--- src/rtl/iob_wb_master_bridge.sv ---
// IOb-native subordinate to classic Wishbone initiator bridge, one transaction in flight.
// Silent targets are cut off by a bus timeout that reports through err_o.
module iob_wb_master_bridge #(
  parameter int          ADDR_W   = 32,
  parameter int          DATA_W   = 32,
  parameter int          TIMEOUT  = 255,
  parameter logic [31:0] ERR_DATA = 32'hDEADBEEF
) (
  input  logic                clk_i,
  input  logic                cke_i,
  input  logic                rst_i,
  input  logic                iob_avalid_i,
  input  logic [ADDR_W-1:0]   iob_addr_i,
  input  logic [DATA_W-1:0]   iob_wdata_i,
  input  logic [DATA_W/8-1:0] iob_wstrb_i,
  output logic                iob_rvalid_o,
  output logic [DATA_W-1:0]   iob_rdata_o,
  output logic                iob_ready_o,
  output logic [ADDR_W-1:0]   wb_adr_o,
  output logic [DATA_W-1:0]   wb_dat_o,
  output logic [DATA_W/8-1:0] wb_sel_o,
  output logic                wb_we_o,
  output logic                wb_cyc_o,
  output logic                wb_stb_o,
  input  logic [DATA_W-1:0]   wb_dat_i,
  input  logic                wb_ack_i,
  input  logic                wb_err_i,
  output logic                err_o,
  input  logic                err_clr_i
);

  localparam int STRB_W = DATA_W / 8;
  localparam int CNT_W  = (TIMEOUT > 0) ? $clog2(TIMEOUT + 1) : 1;
  localparam logic [DATA_W-1:0] ERR_RDATA = DATA_W'(ERR_DATA);
  localparam logic [CNT_W-1:0]  CNT_LAST  = CNT_W'((TIMEOUT > 0) ? TIMEOUT - 1 : 0);
  localparam logic [CNT_W-1:0]  CNT_MAX   = {CNT_W{1'b1}};

  typedef enum logic {
    IDLE,
    BUSY
  } state_t;

  state_t           state;
  logic [CNT_W-1:0] cnt;
  logic             timeout_hit;
  logic             accept;

  assign timeout_hit = (TIMEOUT != 0) && (cnt == CNT_LAST);
  assign accept      = iob_avalid_i && iob_ready_o;

  // Reset wins over cke_i; with cke_i low nothing moves and the bus is not sampled.
  always_ff @(posedge clk_i) begin
    if (rst_i) begin
      state        <= IDLE;
      cnt          <= '0;
      iob_ready_o  <= 1'b1;
      iob_rvalid_o <= 1'b0;
      iob_rdata_o  <= '0;
      wb_adr_o     <= '0;
      wb_dat_o     <= '0;
      wb_sel_o     <= '0;
      wb_we_o      <= 1'b0;
      wb_cyc_o     <= 1'b0;
      wb_stb_o     <= 1'b0;
      err_o        <= 1'b0;
    end else if (cke_i) begin
      iob_rvalid_o <= 1'b0;
      if (err_clr_i) err_o <= 1'b0;
      case (state)
        IDLE: begin
          if (accept) begin
            wb_adr_o    <= iob_addr_i;
            wb_dat_o    <= iob_wdata_i;
            wb_we_o     <= |iob_wstrb_i;
            wb_sel_o    <= (|iob_wstrb_i) ? iob_wstrb_i : {STRB_W{1'b1}};
            wb_cyc_o    <= 1'b1;
            wb_stb_o    <= 1'b1;
            iob_ready_o <= 1'b0;
            cnt         <= '0;
            state       <= BUSY;
          end
        end
        BUSY: begin
          // ack outranks err, and a timeout only fires when the target said nothing.
          if (wb_stb_o && wb_ack_i) begin
            wb_cyc_o    <= 1'b0;
            wb_stb_o    <= 1'b0;
            iob_ready_o <= 1'b1;
            state       <= IDLE;
            if (!wb_we_o) begin
              iob_rdata_o  <= wb_dat_i;
              iob_rvalid_o <= 1'b1;
            end
          end else if (wb_stb_o && (wb_err_i || timeout_hit)) begin
            wb_cyc_o    <= 1'b0;
            wb_stb_o    <= 1'b0;
            iob_ready_o <= 1'b1;
            state       <= IDLE;
            err_o       <= 1'b1;
            if (!wb_we_o) begin
              iob_rdata_o  <= ERR_RDATA;
              iob_rvalid_o <= 1'b1;
            end
          end else if (cnt != CNT_MAX) begin
            cnt <= cnt + CNT_W'(1);
          end
        end
        default: begin
          state <= IDLE;
        end
      endcase
    end
  end

endmodule

--- config.mk ---
export PLATFORM = sky130hd
export DESIGN_NAME = iob_wb_master_bridge
export DESIGN_NICKNAME = d
export VERILOG_FILES = /design/src/rtl/iob_wb_master_bridge.sv
export SDC_FILE = /design/constraint.sdc
export NUM_CORES = 1
export LEC_CHECK = 0
export CORE_UTILIZATION = 36
export DETAILED_ROUTE_END_ITERATION = 12
export HOLD_SLACK_MARGIN = 0.15
export PLACE_DENSITY = 0.76
export SLEW_MARGIN = 10
export SYNTH_ARGS = -nofsm -noshare
export SYNTH_HDL_FRONTEND = slang
export SYNTH_SLANG_ARGS = --single-unit
--- constraint.sdc ---
create_clock -name clk_i -period 1.8 [get_ports clk_i]
set_clock_uncertainty 0.15 [all_clocks]
set_input_delay 0.18 -clock clk_i [delete_from_list [all_inputs] [get_ports clk_i]]
set_output_delay 0.18 -clock clk_i [all_outputs]
set_load 0.1 [all_outputs]
==> results of run 1 <==
logic make-up after synthesis:
group / Yosys count / share of synthesized area
flops: 114 / 0.5442
compound gates: 139 / 0.2220
simple gates: 174 / 0.1778
buf+inv: 41 / 0.05012
fa+ha+maj: 2 / 0.005966
critical path, delay by kind of cell (launching register included):
family,cells,cell delay (ns)
AOI/OAI and AO/OA,2,0.69
buffers and inverters,1,0.17
DFF,1,0.34
and+or+nand+nor,2,0.32
metal layers:
metal  track usage  up-vias  share of wire
met4        0.1114        0          0.025
met3       0.07469       22          0.073
met5             0        -              0
li1              -     2069              -
met2        0.3955      170           0.52
met1        0.2455     2038           0.38
power by group:
group	switching (mW)	internal, mW
Sequential	0.107	2.62
Combinational	0.933	0.641
Clock	1.10	1.92
Total	2.14	5.19
timing repair:
action                                  CTS  global route
endpoints found under the setup margin   18            35
resized for setup                         1             8
hold buffers                              1             0
cloned                                    0             0
endpoints found under the hold margin    18             0
pin swaps                                 0             1
sequential cells by signal, indices dropped and copies added, names as in the netlist:
register and cells:
wb_stb_o 1, iob_rvalid_o 1, wb_dat_o 32, cnt 8
iob_ready_o 1, iob_rdata_o 32, state 1, wb_we_o 1
wb_adr_o 32, wb_sel_o 4, err_o 1
how the worst max path moves through the flow:
stage | to | slack [ns] | cells after the start
6_report | iob_rdata_o[10] | 0.02 | 5
5_1_grt | iob_rdata_o[10] | -0.009 | 5
4_1_cts | cnt[5] | 0.009 | 7
3_5_place_dp | iob_rdata_o[14] | -0.12 | 6
3_3_place_gp | iob_rdata_o[11] | -0.03 | 6
2_1_floorplan | cnt[5] | 0.02 | 6
synthesized netlist by cell type (all sizes together) (2+ instances only):
cell type	instances
nand2	143
dfxtp	114
a21oi	77
o221a	28
clkbuf	22
o21ai	15
buf	14
a31oi	10
nor2	8
nand3	6
inv	5
and3	4
nand2b	3
ha	2
nand4	2
nor2b	2
through the flow:
step | cells | TNS [ns] | power, mW | cell area, um^2
CTS | 845 | 0 | 7.373 | 8142
detailed placement | 812 | -3.758 | 4.348 | 7592
finish | 845 | 0 | 7.331 | 8179
floorplan | 470 | 0 | 3.602 | 4203
global route | 845 | -0.02270 | 7.541 | 8179
global placement | 812 | -0.7981 | 4.317 | 7592
area by class of cell:
class | count | area, um^2 | area share
Timing Repair Buffer | 236 | 3415 | 0.4175
Sequential cell | 114 | 2296 | 0.2807
Clock buffer | 27 | 513.0 | 0.06272
Clock inverter | 5 | 25.02 | 0.003060
Inverter | 5 | 18.77 | 0.002295
Tap cell | 143 | 178.9 | 0.02188
Multi-Input combinational cell | 315 | 1733 | 0.2119
==> impl_metrics.tcl, run 1 <==
set metrics [dict create \
    final_common_cell "nand2_1" \
    startpoint "cnt[6]" \
    slew_headroom 0.6197 \
    area.growth.synth_to_final_pct 95.02 \
    grt_pass1_vias 4196 \
    drv_slew 0 \
    synth.area.top_cells "dfxtp_1 54%, nand2_1 13%, a21oi_1 9.2%" \
    die_x_um 109.9 \
    reg2reg_depth 5 \
    rsz0062_at_grt "yes" \
    cp_cell_sequence "and3_2 -> a311oi_4 -> nor2_4 -> buf_12 -> o221a_2" \
    leakage_nw 3.101 \
    dr.pass1.iters 4 \
    grtUsageTotal 0.2268 \
    grt_max_degree 67 \
    grt_pass1_wl_um 20530 \
    status "finished, final reports clean" \
    fmax_ghz 0.5617 \
    cts_tree "built" \
    fill_cells 806 \
    timing.final.crit_share 0.9891 \
    period_needed_ns 1.780 \
    whs_path_depth 3 \
    hold-worst-slack_ns 0.1595 \
    ys_warn_count 0 \
    routedWlPerCell_um 16.34 \
    fin_nets 798 \
    n_antenna_cell 0 \
    clockBufferDepth 2 \
    endpoint_kind "flop" \
    worstSetupPathType "flop to flop" \
    yosysTopAreaCell "dfxtp_1" \
    crit_arrival_ns 1.93 \
    hold_class "primary input to flop" \
    cp-start-kind "flop" \
    pre_cts_ws_ns -0.1170 \
    rrSetupSlack_ns 0.02 \
    core-area_um2 11370 \
    setup_viol 0 \
    grt_overflow 0 \
    ys.flop_type "dfxtp_1" \
    ys_types 41 \
    dieArea_um2 12090 \
    port_buffers 212 \
    wl_um 13800 \
    pwr_density_cell_nw_per_um2 896.3 \
    rows 39 \
    post_cts_buffers 0 \
    ant_nets 0 \
    hold_start "iob_addr_i[12]" \
    synthesis.instances 470 \
    reg2reg_from "cnt[6]" \
    crit_slowest_cell "a311oi_4" \
    initial_core_util 0.3689 \
    ys_seq_elements 114 \
    min_to "wb_adr_o[12]" \
    insertion_delay_ns 0.42 \
    remaining_drc_errors 0 \
    synth_area_um2 4194 \
    die_h_um 109.9 \
    ys_seq_area_frac 0.5442 \
    max_stage_delay_ns 0.40 \
    irDropWorstVdd_mv 0.9541 \
    synth_area_per_cell_um2 8.923 \
    worstPathRequired_ns 1.95 \
    fin_ws_ns 0.01959 \
    regToRegEndpoint "iob_rdata_o[10]" \
    cts-root-buf "clkbuf_16" \
    gp_congestion 0.7880 \
    syn-num-nets 579 \
    worst_pin_slew_ns 0.5705 \
    drive_above_1_share 0.2835 \
    drt_iter0_markers 283 \
    vias 4299 \
    htree_levels 4 \
    finish.utilization 0.7194 \
    ioPinCount 213 \
    cp_max_fo 25 \
    dpl.hpwl_um 9918 \
    synth-edff-count 0 \
    viasPerCell 5.088 \
    cts_sinks 114 \
    synth_top_cell_area_share 0.5442 \
    hold_viol_final 0 \
    path_clk_slew_ns 0.05 \
    antenna_found_initial 0 \
    ys_async_sr_fraction 0 \
    numCtsBuffers 17 \
    maxCapViolCount 0 \
    final_cell_mix "143 x nand2_1, 110 x buf_12, 109 x dfxtp_1, 105 x clkdlybuf4s50_1, 77 x a21oi_1" \
]
Power figures use the tool's default switching activity.
==> inputs of run 2 (changes only) <==
PLACE_DENSITY = unset   (was 0.76)
PLACE_DENSITY_LB_ADDON = 0.05   (was unset)
==> run 2 against run 1 <==
Sequential power barely moved. Hold slack improved by 0.0038 ns. Global-route usage fell by 0.42 points. Design area rose by 1.3%. Setup slack improved by 0.075 ns.
==> impl_metrics.tcl, run 2 (synthesis gave the netlist of run 1 again) <==
set metrics [dict create \
    area.growth.synth_to_final_pct 97.61 \
    viasPerCell 5.008 \
    port_buffers 212 \
    reg2reg_from "cnt[6]" \
    fin_tns_setup_ns 0 \
    dieArea_um2 12090 \
    cp-start-kind "flop" \
    htree_levels 4 \
    hold_class "primary input to flop" \
    setup_viol 0 \
    final_cell_mix "143 x nand2_1, 110 x buf_12, 109 x dfxtp_1, 105 x clkdlybuf4s50_1, 77 x a21oi_1" \
    finish.utilization 0.7290 \
    insertion_delay_ns 0.41 \
    grt_overflow 0 \
    cts_tree "built" \
    initial_core_util 0.3689 \
    worstSetupPathType "flop to flop" \
    worst_pin_slew_ns 0.8232 \
    drive_above_1_share 0.2807 \
    final_common_cell "nand2_1" \
    dr.pass1.iters 4 \
    pwr_density_cell_nw_per_um2 901.1 \
    leakage_nw 3.142 \
    die_x_um 109.9 \
    drv_slew 0 \
    routedWlPerCell_um 15.54 \
    numCtsBuffers 17 \
    power.switching_mw 2.104 \
    rows 39 \
    hold_viol_final 0 \
    die_h_um 109.9 \
    grt_pass1_vias 4046 \
    seq_power_share 0.365 \
    cp_max_fo 25 \
    timing.final.crit_share 0.9477 \
    dpl.hpwl_um 9334 \
    ant_nets 0 \
    largestRegisters "iob_rdata_o x32, wb_adr_o x32, wb_dat_o x32" \
    cts_sinks 114 \
    clockBufferDepth 2 \
    irDropWorstVdd_mv 0.7890 \
    hold_start "iob_addr_i[3]" \
    power.total_mw 7.468 \
    slew_headroom 0.4441 \
    crit_arrival_ns 1.86 \
    path_clk_slew_ns 0.05 \
    intPower_mw 5.364 \
    p_sw_frac 0.2817 \
    ioPinCount 213 \
    rsz0062_at_grt "no" \
    endpoint_kind "flop" \
    fin_nets 808 \
    fill_cells 827 \
    maxCapViolCount 0 \
    startpoint "cnt[6]" \
    cts-root-buf "clkbuf_16" \
    fmax_ghz 0.5862 \
    grt_max_degree 69 \
    wl_um 13240 \
    grt_pass1_wl_um 20360 \
    p_clk_frac 0.423 \
    gp_congestion 0.7598 \
    remaining_drc_errors 0 \
    core-area_um2 11370 \
    worstPathRequired_ns 1.95 \
    n_antenna_cell 0 \
    power_frac_comb 0.212 \
    antenna_found_initial 0 \
    status "finished, final reports clean" \
    vias 4267 \
    drt_iter0_markers 258 \
    grtUsageTotal 0.2227 \
    period_needed_ns 1.706 \
    hold-worst-slack_ns 0.1633 \
]
## run 2: cell types whose count changed in the layout (fill, tap and decap cells not counted)
cell,change
dlygate4sd3_1,+10
clkbuf_1,-3
o221a_2,+2
o221a_4,-2
bufinv_16,+1
clkbuf_16,+1
clkbuf_8,-1
clkinv_2,-1
dfxtp_2,+1
dfxtp_4,-1
inv_1,+1
inv_2,-1
o21ai_1,-1
o21ai_2,+1
## run 2: routing by layer
metal / global-route usage / routed length [um] / up-vias
met2: 0.3616 / 6490 / 166
met3: 0.08892 / 1153 / 22
met5: 0 / 0 / -
li1: - / - / 2092
met1: 0.2560 / 5310 / 1987
met4: 0.1019 / 284 / 0
## run 2: worst max-delay path: stages, from the launching register on
cell and delay [ns]:
dfxtp_1 0.33, and3_2 0.26, a311oi_4 0.35, nor2_4 0.06
buf_12 0.16, o221a_2 0.27
## run 2: timing repair
item	CTS	global route
pin swaps	0	1
hold endpoints to repair	36	0
resized for setup	1	5
hold buffers	11	0
setup buffers	0	0
gates cloned	0	0
endpoints found under the setup margin	1	26
## run 2: worst paths after layout
path / slack [ns] / endpoint / cells after the start
max reg2reg: 0.09 / iob_rdata_o[26] / 5
max: 0.09 / iob_rdata_o[26] / 5
min: 0.16 / wb_adr_o[3] / 3
min reg2reg: 0.33 / cnt[6] / 1
## run 2: power groups by stage
stage               sequential [mW]  clock [mW]  combinational (mW)
finish                         2.73        3.16                1.58
global route                   2.74        3.34                1.65
CTS                            2.73        3.22                1.59
detailed placement             2.78           0                1.56
global placement               2.77           0                1.55
floorplan                      3.36           0               0.242
## run 2: final cells by class
class,count,area (um^2),area share
Timing Repair Buffer,246,3515,0.4241
Sequential cell,114,2293,0.2767
Clock inverter,5,50.05,0.006039
Inverter,5,18.77,0.002264
Tap cell,143,178.9,0.02159
Clock buffer,24,513.0,0.06190
Multi-Input combinational cell,315,1719,0.2074
## run 2: through the flow
stage	cell area (um^2)	setup WS [ns]	std cells
after floorplan	4203	0.02408	470
after global placement	7592	-0.07193	812
after detailed placement	7592	-0.1560	812
after CTS	8268	0.04288	852
after global routing	8288	0.01300	852
final	8288	0.09418	852
